==> src/rtl/mem_pkg.sv <==
// Shared definitions for the memory access controller.
// Holds the data word width, the request opcode encoding and the FSM state encoding.
// Imported by mem_access_ctrl; no logic lives here.
package mem_pkg;

    localparam int WORD_W = 12;

    typedef enum logic [1:0] {
        OP_READ  = 2'b00,
        OP_WRITE = 2'b01,
        OP_INC   = 2'b10,
        OP_RSVD  = 2'b11
    } op_e;

    typedef enum logic [2:0] {
        S_IDLE      = 3'd0,
        S_PTR_RD    = 3'd1,
        S_PTR_WAIT  = 3'd2,
        S_DATA_RD   = 3'd3,
        S_DATA_WAIT = 3'd4,
        S_WR        = 3'd5,
        S_RESP      = 3'd6
    } state_e;

endpackage

==> src/rtl/mem_access_ctrl.sv <==
// Memory access controller: READ / WRITE / INC, optionally through a pointer word.
// Latency accept->RspValid: WRITE 2, READ 2+MEM_LAT, INC 3+MEM_LAT, reserved 1; indirect adds 1+MEM_LAT.
// Backpressure: ReqReady only in IDLE; the response is a one-cycle pulse that cannot be stalled.
// Ports: clk/rst; request ReqValid/ReqReady/ReqOp/ReqIndirect/ReqAddr/ReqWData;
//        response RspValid/RspData/RspZero/RspErr; memory MemRead/MemWrite/Address/WriteData/ReadData.
module mem_access_ctrl
    import mem_pkg::*;
#(
    parameter int MEM_LAT = 1
) (
    input  logic              clk,
    input  logic              rst,
    input  logic              ReqValid,
    output logic              ReqReady,
    input  logic [1:0]        ReqOp,
    input  logic              ReqIndirect,
    input  logic [WORD_W-1:0] ReqAddr,
    input  logic [WORD_W-1:0] ReqWData,
    output logic              RspValid,
    output logic [WORD_W-1:0] RspData,
    output logic              RspZero,
    output logic              RspErr,
    output logic              MemRead,
    output logic              MemWrite,
    output logic [WORD_W-1:0] Address,
    output logic [WORD_W-1:0] WriteData,
    input  logic [WORD_W-1:0] ReadData
);

    localparam logic [1:0] WAIT_LAST = 2'(MEM_LAT - 1);

    state_e            state_q, state_d;
    op_e               op_q, op_d;
    logic [WORD_W-1:0] wdata_q, wdata_d;      // caller's store data, kept for WRITE
    logic [WORD_W-1:0] addr_q, addr_d;        // drives Address; only moves on entry to a strobe state
    logic [WORD_W-1:0] wout_q, wout_d;        // drives WriteData; only moves on entry to WR
    logic [1:0]        cnt_q, cnt_d;          // wait cycles remaining minus one
    logic [WORD_W-1:0] rsp_data_q, rsp_data_d;
    logic              rsp_zero_q, rsp_zero_d;
    logic              rsp_err_q, rsp_err_d;

    always_comb begin
        state_d    = state_q;
        op_d       = op_q;
        wdata_d    = wdata_q;
        addr_d     = addr_q;
        wout_d     = wout_q;
        cnt_d      = cnt_q;
        rsp_data_d = rsp_data_q;
        rsp_zero_d = rsp_zero_q;
        rsp_err_d  = rsp_err_q;

        unique case (state_q)
            S_IDLE: begin
                if (ReqValid) begin
                    op_d    = op_e'(ReqOp);
                    wdata_d = ReqWData;
                    // Reserved ops never touch memory, even when flagged indirect.
                    if (op_e'(ReqOp) == OP_RSVD) begin
                        state_d    = S_RESP;
                        rsp_data_d = '0;
                        rsp_zero_d = 1'b1;
                        rsp_err_d  = 1'b1;
                    end else begin
                        addr_d = ReqAddr;
                        if (ReqIndirect) begin
                            state_d = S_PTR_RD;
                        end else if (op_e'(ReqOp) == OP_WRITE) begin
                            state_d = S_WR;
                            wout_d  = ReqWData;
                        end else begin
                            state_d = S_DATA_RD;
                        end
                    end
                end
            end
            S_PTR_RD: begin
                state_d = S_PTR_WAIT;
                cnt_d   = WAIT_LAST;
            end
            S_PTR_WAIT: begin
                if (cnt_q == 2'd0) begin
                    addr_d = ReadData;
                    if (op_q == OP_WRITE) begin
                        state_d = S_WR;
                        wout_d  = wdata_q;
                    end else begin
                        state_d = S_DATA_RD;
                    end
                end else begin
                    cnt_d = cnt_q - 2'd1;
                end
            end
            S_DATA_RD: begin
                state_d = S_DATA_WAIT;
                cnt_d   = WAIT_LAST;
            end
            S_DATA_WAIT: begin
                if (cnt_q == 2'd0) begin
                    if (op_q == OP_INC) begin
                        state_d = S_WR;
                        wout_d  = ReadData + 12'd1;   // 12-bit add wraps FFF to 000
                    end else begin
                        state_d    = S_RESP;
                        rsp_data_d = ReadData;
                        rsp_zero_d = (ReadData == '0);
                        rsp_err_d  = 1'b0;
                    end
                end else begin
                    cnt_d = cnt_q - 2'd1;
                end
            end
            S_WR: begin
                // Both WRITE and INC report the value just stored.
                state_d    = S_RESP;
                rsp_data_d = wout_q;
                rsp_zero_d = (wout_q == '0);
                rsp_err_d  = 1'b0;
            end
            S_RESP: begin
                state_d = S_IDLE;
            end
            default: begin
                state_d = S_IDLE;
            end
        endcase
    end

    always_ff @(posedge clk or posedge rst) begin
        if (rst) begin
            state_q    <= S_IDLE;
            op_q       <= OP_READ;
            wdata_q    <= '0;
            addr_q     <= '0;
            wout_q     <= '0;
            cnt_q      <= '0;
            rsp_data_q <= '0;
            rsp_zero_q <= 1'b0;
            rsp_err_q  <= 1'b0;
        end else begin
            state_q    <= state_d;
            op_q       <= op_d;
            wdata_q    <= wdata_d;
            addr_q     <= addr_d;
            wout_q     <= wout_d;
            cnt_q      <= cnt_d;
            rsp_data_q <= rsp_data_d;
            rsp_zero_q <= rsp_zero_d;
            rsp_err_q  <= rsp_err_d;
        end
    end

    // Strobes decode straight from state so reset drops them immediately.
    assign ReqReady  = (state_q == S_IDLE);
    assign MemRead   = (state_q == S_PTR_RD) || (state_q == S_DATA_RD);
    assign MemWrite  = (state_q == S_WR);
    assign RspValid  = (state_q == S_RESP);
    assign Address   = addr_q;
    assign WriteData = wout_q;
    assign RspData   = rsp_data_q;
    assign RspZero   = rsp_zero_q;
    assign RspErr    = rsp_err_q;

endmodule

==> config.mk <==
export PLATFORM = sky130hd
export DESIGN_NAME = mem_access_ctrl
export DESIGN_NICKNAME = d
export VERILOG_FILES = /design/src/rtl/mem_pkg.sv /design/src/rtl/mem_access_ctrl.sv
export SDC_FILE = /design/constraint.sdc
export NUM_CORES = 1
export LEC_CHECK = 0
export CAP_MARGIN = 15
export CORE_MARGIN = 2
export CORE_UTILIZATION = 51
export CTS_BUF_LIST = sky130_fd_sc_hd__clkbuf_2 sky130_fd_sc_hd__clkbuf_4 sky130_fd_sc_hd__clkbuf_8
export CTS_CLUSTER_SIZE = 40
export DETAILED_ROUTE_END_ITERATION = 8
export PLACE_DENSITY = 0.87
export SYNTH_ARGS = -nofsm -noshare
export SYNTH_HDL_FRONTEND = slang
export SYNTH_SLANG_ARGS = --single-unit
export TNS_END_PERCENT = 30
==> constraint.sdc <==
create_clock -name clk -period 2.6 [get_ports clk]
set_input_delay 0.26 -clock clk [delete_from_list [all_inputs] [get_ports clk]]
set_output_delay 0.26 -clock clk [all_outputs]
set_load 0.05 [all_outputs]
**Word-level counts from Yosys, hierarchy flattened**

Index checks and enable logic that the tools add are counted.

- Register bits after elaboration: 57
- Latch bits: 0
- Bits in writable memories: 0
- Memory bits (read-only): 0
- Input port bits: 42
- Output and inout port bits: 42
- Word-level logic and storage cells: 86
- Memories kept: 0

- Add/sub/neg operators: 2
- $mul: 0
- Div/mod/pow operators: 0
- $lt $le $gt $ge: 0
- Equal/unequal tests: 21
- Shifts and indexed selects: 0
- Multiplexer cells: 37
- Bitwise gates (word level): 0
- Reductions and logical operators: 17

Operators by type and width:

| cell | count |
|---|---|
| two-way mux 12 bit | 15 |
| case mux 12 bit (3 select lines) | 2 |
| zero test 12 bit | 2 |
| case mux 12 bit (2 select lines) | 1 |
| two-way mux 3 bit | 7 |
| inequality test 2 bit (second input constant) | 9 |
| case mux 3 bit (6 select lines) | 1 |
| adder 12 x 1 -> 12 bit (second input constant) | 1 |
| == test 3 bit (second input constant) | 3 |
| AND reduction 9 bit | 1 |
| == test 3 x 2 -> 1 bit (second input constant) | 2 |
| two-way mux 1 bit | 6 |
| case mux 1 bit (3 select lines) | 2 |
| nonzero test 3 bit | 2 |
| AND reduction 5 bit | 1 |
| == test 2 x 1 -> 1 bit (second input constant) | 2 |
| == test 2 bit (second input constant) | 2 |
| two-way mux 2 bit | 2 |
| inequality test 2 x 1 -> 1 bit (second input constant) | 2 |
| case mux 2 bit (2 select lines) | 1 |
| AND reduction 2 bit | 2 |
| AND reduction 4 bit | 1 |
| nonzero test 2 bit | 2 |
| OR reduction 2 bit | 2 |
| 6 further kinds | 6 |

**Depth between registers and ports, before layout**

- Depth in word-level cells: 6
- Mapped depth: 9
- Mapped depth without buffers: 7

**Least setup slack after synthesis**

No wires, ideal clock.

- Path kind: reg-to-reg
- Start: register state_q[0]
- End: register state_q[1]
- Library setup time: 0.118 ns
- Arrival time: 2.471 ns
- Data required time: 2.482 ns
- Path slack: 0.011 ns
- Stages on the path, launching flop included: 8
- Path buffers: 2
- Clock period less this slack: 2.589 ns
- Cell sequence: dfrtp_1 > buf_6 > clkbuf_1 > nor3_1 > o21ai_0 > nand3_1 > o21ai_0 > a21o_1

- Word-level cells in the longest chain between the ends: 3

Ends and longest elaborated chain:

| element | line | RTL |
|---|---|---|
| start, declared | mem_access_ctrl.sv:32 | `state_e state_q, state_d;` |
| start signal, assigned | mem_access_ctrl.sv:141 | `state_q <= state_d;` |
| zero test 3 bit * | - |  |
| named net ReqReady | mem_access_ctrl.sv:14 | `output logic ReqReady,` |
| inequality test 2 bit (no line) | - |  |
| AND reduction 3 bit (no line) | - |  |

The timed path passes the listed nets; every way through them passes the cells marked *.
A chain may end at the register's enable or synchronous reset.

**Worst setup path after layout**

- Start: register state_q[0]
- End: output RspValid

- Word-level cells in the longest chain between the ends: 1

Ends and longest elaborated chain:

| element | line | RTL |
|---|---|---|
| == test 3 bit | mem_access_ctrl.sv:157 | `assign RspValid = (state_q == S_RESP);` |
| end, declared | mem_access_ctrl.sv:19 | `output logic RspValid,` |

No other way between the ends.

==> results_tabular.tex <==
\begin{tabular}{lr}
\hline
Metric & Value \\
\hline
\multicolumn{2}{l}{\textbf{Status}} \\
\quad Run status & complete, no violations \\
\multicolumn{2}{l}{\textbf{Global routing}} \\
\quad Sum of overflow across all layers after global routing & 0 \\
\quad Total global routing track utilization & 0.2507 \\
\quad First-pass GRT wire length & between 10 and 15 mm \\
\quad Initial antenna violation count & 0 \\
\quad Via count of the first global-routing pass & 2857 \\
\quad Maximum number of pins on one net before global-route repair & 58 \\
\multicolumn{2}{l}{\textbf{Worst setup path}} \\
\quad Worst setup slack for register-to-register paths & 330 ps \\
\quad Critical path's slowest cell & sky130\_fd\_sc\_hd\_\_clkdlybuf4s50\_1 \\
\quad End point of the critical path & RspValid \\
\quad Data required time of the critical path & 2340 ps \\
\quad Cells traversed along the worst timing path & inv\_1 -> and3\_1 -> clkdlybuf4s50\_1 \\
\quad Data arrival, critical path & 2210 ps \\
\quad Kind of launch point of the worst setup path & register \\
\quad Capturing element type of the critical path & output port \\
\quad Critical path class & reg2out \\
\quad Maximum single-stage delay on the critical path & 800 ps \\
\quad Reg2reg start & state\_q[2]\$\_DFFE\_PP0P\_ \\
\quad Depth of the worst register-to-register path & 6 \\
\quad R2r endpoint & WriteData[5]\$\_DFFE\_PP0P\_ \\
\quad Worst setup path start & state\_q[0]\$\_DFFE\_PP0P\_ \\
\quad Crit Path Max Fanout & 11 \\
\multicolumn{2}{l}{\textbf{Detailed routing}} \\
\quad DRC errors left & 0 \\
\quad Iteration-0 DRC count of the detailed router & 380 \\
\quad Mean routed wirelength per cell & between 15 and 20 um \\
\quad Post-DR vias/cell & 5.986 \\
\quad Remaining antenna violation count after routing & 0 \\
\quad WL final & 8.494 mm \\
\quad Vias after detailed routing & 2903 \\
\quad First-pass DRT Iterations & 5 \\
\multicolumn{2}{l}{\textbf{Clocking}} \\
\quad H-tree lvl count & 3 \\
\quad Number of CTS-inserted buffers & 9 \\
\quad \# hold bufs at CTS & 0 \\
\quad Clock insertion delay at the later pin of the skew report & roughly 340 ps \\
\quad Clock tree root driver cell & sky130\_fd\_sc\_hd\_\_clkbuf\_8 \\
\quad Clock slew at reported path FFs & 70 ps \\
\quad TritonCTS clock tree & yes \\
\quad Clock Sink Count & 57 \\
\quad Max Root-Sink Buffers & 2 \\
\quad Setup Buffers After CTS & 0 \\
\quad Post-cts sizing count & 0 \\
\multicolumn{2}{l}{\textbf{Die}} \\
\quad Die Outline Area & 7059 um2 \\
\quad Number of top-level design ports & 84 \\
\quad Site Rows & 29 \\
\quad Die span in x & $\sim$84 um \\
\quad Placeable Area & 6277 um2 \\
\quad Height of the chip & approximately 84 um \\
\quad Starting Density & 0.5202 \\
\multicolumn{2}{l}{\textbf{STA}} \\
\quad Worst slew margin relative to its limit & 0.5584 \\
\quad Hold Violations, Final & 0 \\
\quad Final setup skew & around 5.5 ps \\
\quad Final setup violating endpoints & 0 \\
\quad Minimum clock period & 2472 ps \\
\quad Final worst hold slack & 284.3 ps \\
\quad RSZ-0062 raised after global routing & false \\
\quad Count of pins over their slew limit & 0 \\
\quad Measured slew at the worst slew-check pin & 662.4 ps \\
\quad Period Utilization, post-route & 0.9508 \\
\quad Achievable Freq & just over 400 MHz \\
\quad Sum Neg Setup Slack & 0 ps \\
\multicolumn{2}{l}{\textbf{Synth}} \\
\quad Count of cell types in the netlist & 48 \\
\quad Share of the synthesized area in the top cell type & 0.4368 \\
\quad Most numerous cell in the Yosys netlist & sky130\_fd\_sc\_hd\_\_dfrtp\_1 \\
\quad Most common flop cell mapped by yosys & sky130\_fd\_sc\_hd\_\_dfrtp\_1 \\
\quad Post-synth top area cell & sky130\_fd\_sc\_hd\_\_dfrtp\_1 \\
\quad Post-synthesis cell area & approximately 3300 um2 \\
\quad Total nets after synthesis & 371 \\
\quad Number of enable-type register cells in the synthesized netlist & 0 \\
\quad Portion of the post-synthesis area used by sequential elements & 0.4368 \\
\quad Biggest area contributors in the synthesized netlist & sky130\_fd\_sc\_hd\_\_dfrtp\_1, sky130\_fd\_sc\_hd\_\_mux2\_2, sky130\_fd\_sc\_hd\_\_mux2i\_1 \\
\quad Mapped Avg Cell Area & 10.02 um2 \\
\quad Top post-synthesis cells by count & sky130\_fd\_sc\_hd\_\_dfrtp\_1, sky130\_fd\_sc\_hd\_\_o21ai\_0, sky130\_fd\_sc\_hd\_\_mux2\_2, sky130\_fd\_sc\_hd\_\_nand2\_1, sky130\_fd\_sc\_hd\_\_nor2\_1 \\
\quad Async SR Flop Fraction & 1.000 \\
\quad Yosys synthesis warning count & 0 \\
\quad \#FFs+latches synth & 57 \\
\quad Gate count of the mapped netlist & 326 \\
\multicolumn{2}{l}{\textbf{Power and ir drop}} \\
\quad Leakage power figure & between 0.0015 and 0.002 uW \\
\quad Total design power & approximately 6400 uW \\
\quad Switching share of total power & 0.4699 \\
\quad Portion of total power attributed to combinational logic & 0.570 \\
\quad Net switching component of the power & 3015 uW \\
\quad Internal Dissipation & 3401 uW \\
\quad Sequential share of power & 0.269 \\
\quad Worst VDD drop & 0.8613 mV \\
\quad Total power density per cell area & 1464 nW/um2 \\
\quad Clk pwr share & 0.161 \\
\multicolumn{2}{l}{\textbf{Run}} \\
\quad Max-cap violations & 0 \\
\multicolumn{2}{l}{\textbf{Placement}} \\
\quad Final weighted congestion of routability-driven global placement & 0.9459 \\
\quad Detailed placement HPWL & 5.975 mm \\
\quad Port Buffers & 83 \\
\multicolumn{2}{l}{\textbf{Layout}} \\
\quad Count of filler cells inserted in the layout & 470 \\
\quad Count of antenna diodes in the layout & 0 \\
\quad Area grow syn2layout & 34.21\% \\
\quad Number of nets at the end of the flow & 448 \\
\quad Share of final-layout standard cells stronger than drive strength 1 & 0.1520 \\
\multicolumn{2}{l}{\textbf{Hold path}} \\
\quad Worst min-delay path category & in2async \\
\hline
\end{tabular}
worst min path at each step:
stage                            from                      end  slack [ps]  cells past startpoint
6_report                          rst  Address[11]$_DFFE_PP0P_         280                      3
3_3_place_gp   Address[3]$_DFFE_PP0P_   Address[3]$_DFFE_PP0P_         460                      2
5_1_grt                           rst  Address[11]$_DFFE_PP0P_         340                      3
3_5_place_dp   Address[3]$_DFFE_PP0P_   Address[3]$_DFFE_PP0P_         480                      2
2_1_floorplan                ReqOp[0]   state_q[2]$_DFFE_PP0P_         390                      2
4_1_cts                           rst  Address[11]$_DFFE_PP0P_         290                      3
cell families (layout without fill, tap and decap cells):
family	after synthesis	count (layout)	share of synthesized area
AO/OA/AOI/OAI	90	90	0.1889
AND/OR/NAND/NOR	86	86	0.1376
flip-flops	57	57	0.4368
multiplexers	42	42	0.1391
buffers and inverters	38	120	0.05939
XOR/XNOR	10	10	0.02682
adder cells (fa/ha/maj)	3	3	0.01150
power by group through the flow:
stage | Combinational, uW | Clock [uW] | Sequential (uW)
after CTS | 3660 | 1050 | 1710
after global placement | 3540 | 0 | 1710
after floorplan | 1780 | 0 | 2550
final | 3660 | 1040 | 1720
after global routing | 3890 | 1080 | 1790
after detailed placement | 3640 | 0 | 1730
cells in the final DEF (no fill, tap or decap), types with 9 or more instances in the layout:
cell type	instances
sky130_fd_sc_hd__o21ai_0	26
sky130_fd_sc_hd__inv_1	12
sky130_fd_sc_hd__clkbuf_8	10
sky130_fd_sc_hd__a21oi_1	14
sky130_fd_sc_hd__clkdlybuf4s50_1	82
sky130_fd_sc_hd__a22o_1	15
sky130_fd_sc_hd__nor2_1	21
sky130_fd_sc_hd__dfrtp_1	57
sky130_fd_sc_hd__nand2_1	24
sky130_fd_sc_hd__mux2_2	24
sky130_fd_sc_hd__xnor2_1	9
sky130_fd_sc_hd__mux2i_1	15
area by class of cell:
cell class | count | area, um2 | share of cell area
clock buffers | 11 | 145.1 | 0.03311
multi-input cells | 231 | 1650 | 0.3765
clock inverters | 5 | 102.6 | 0.02341
well taps | 77 | 96.34 | 0.02198
repair buffers | 91 | 913.4 | 0.2084
inverters | 13 | 48.80 | 0.01113
flip-flops and latches | 57 | 1426 | 0.3254
through the flow:
step / std cells / worst slack [ps] / instance area [um2] / util
global placement: 469 / 467.6 / 4135 / 0.6588
CTS: 485 / 132.5 / 4383 / 0.6982
finish: 485 / 127.9 / 4383 / 0.6982
global route: 485 / 50.67 / 4383 / 0.6982
floorplan: 326 / 10.54 / 3266 / -
detailed placement: 469 / 371.6 / 4135 / 0.6588
per-layer routing:
layer	up-vias	track usage	wire length [um]
met2	124	0.4141	4274
met3	26	0.04352	460
li1	1328	-	-
met1	1425	0.3211	3538
met5	-	0	0
met4	0	0.1144	220
worst max-delay path, delay by kind of cell, from the launching register on:
family | cells | cell delay (ps)
AND/OR/NAND/NOR | 1 | 210
flip-flops | 1 | 510
buffers and inverters | 2 | 1160
state kept, by name, summed over array words and instances (netlist names):
signal,cells
Address,12
RspData,12
RspErr,1
RspZero,1
WriteData,12
cnt_q,2
op_q,2
state_q,3
wdata_q,12
Note: power is estimated with default switching activity, not from simulation.
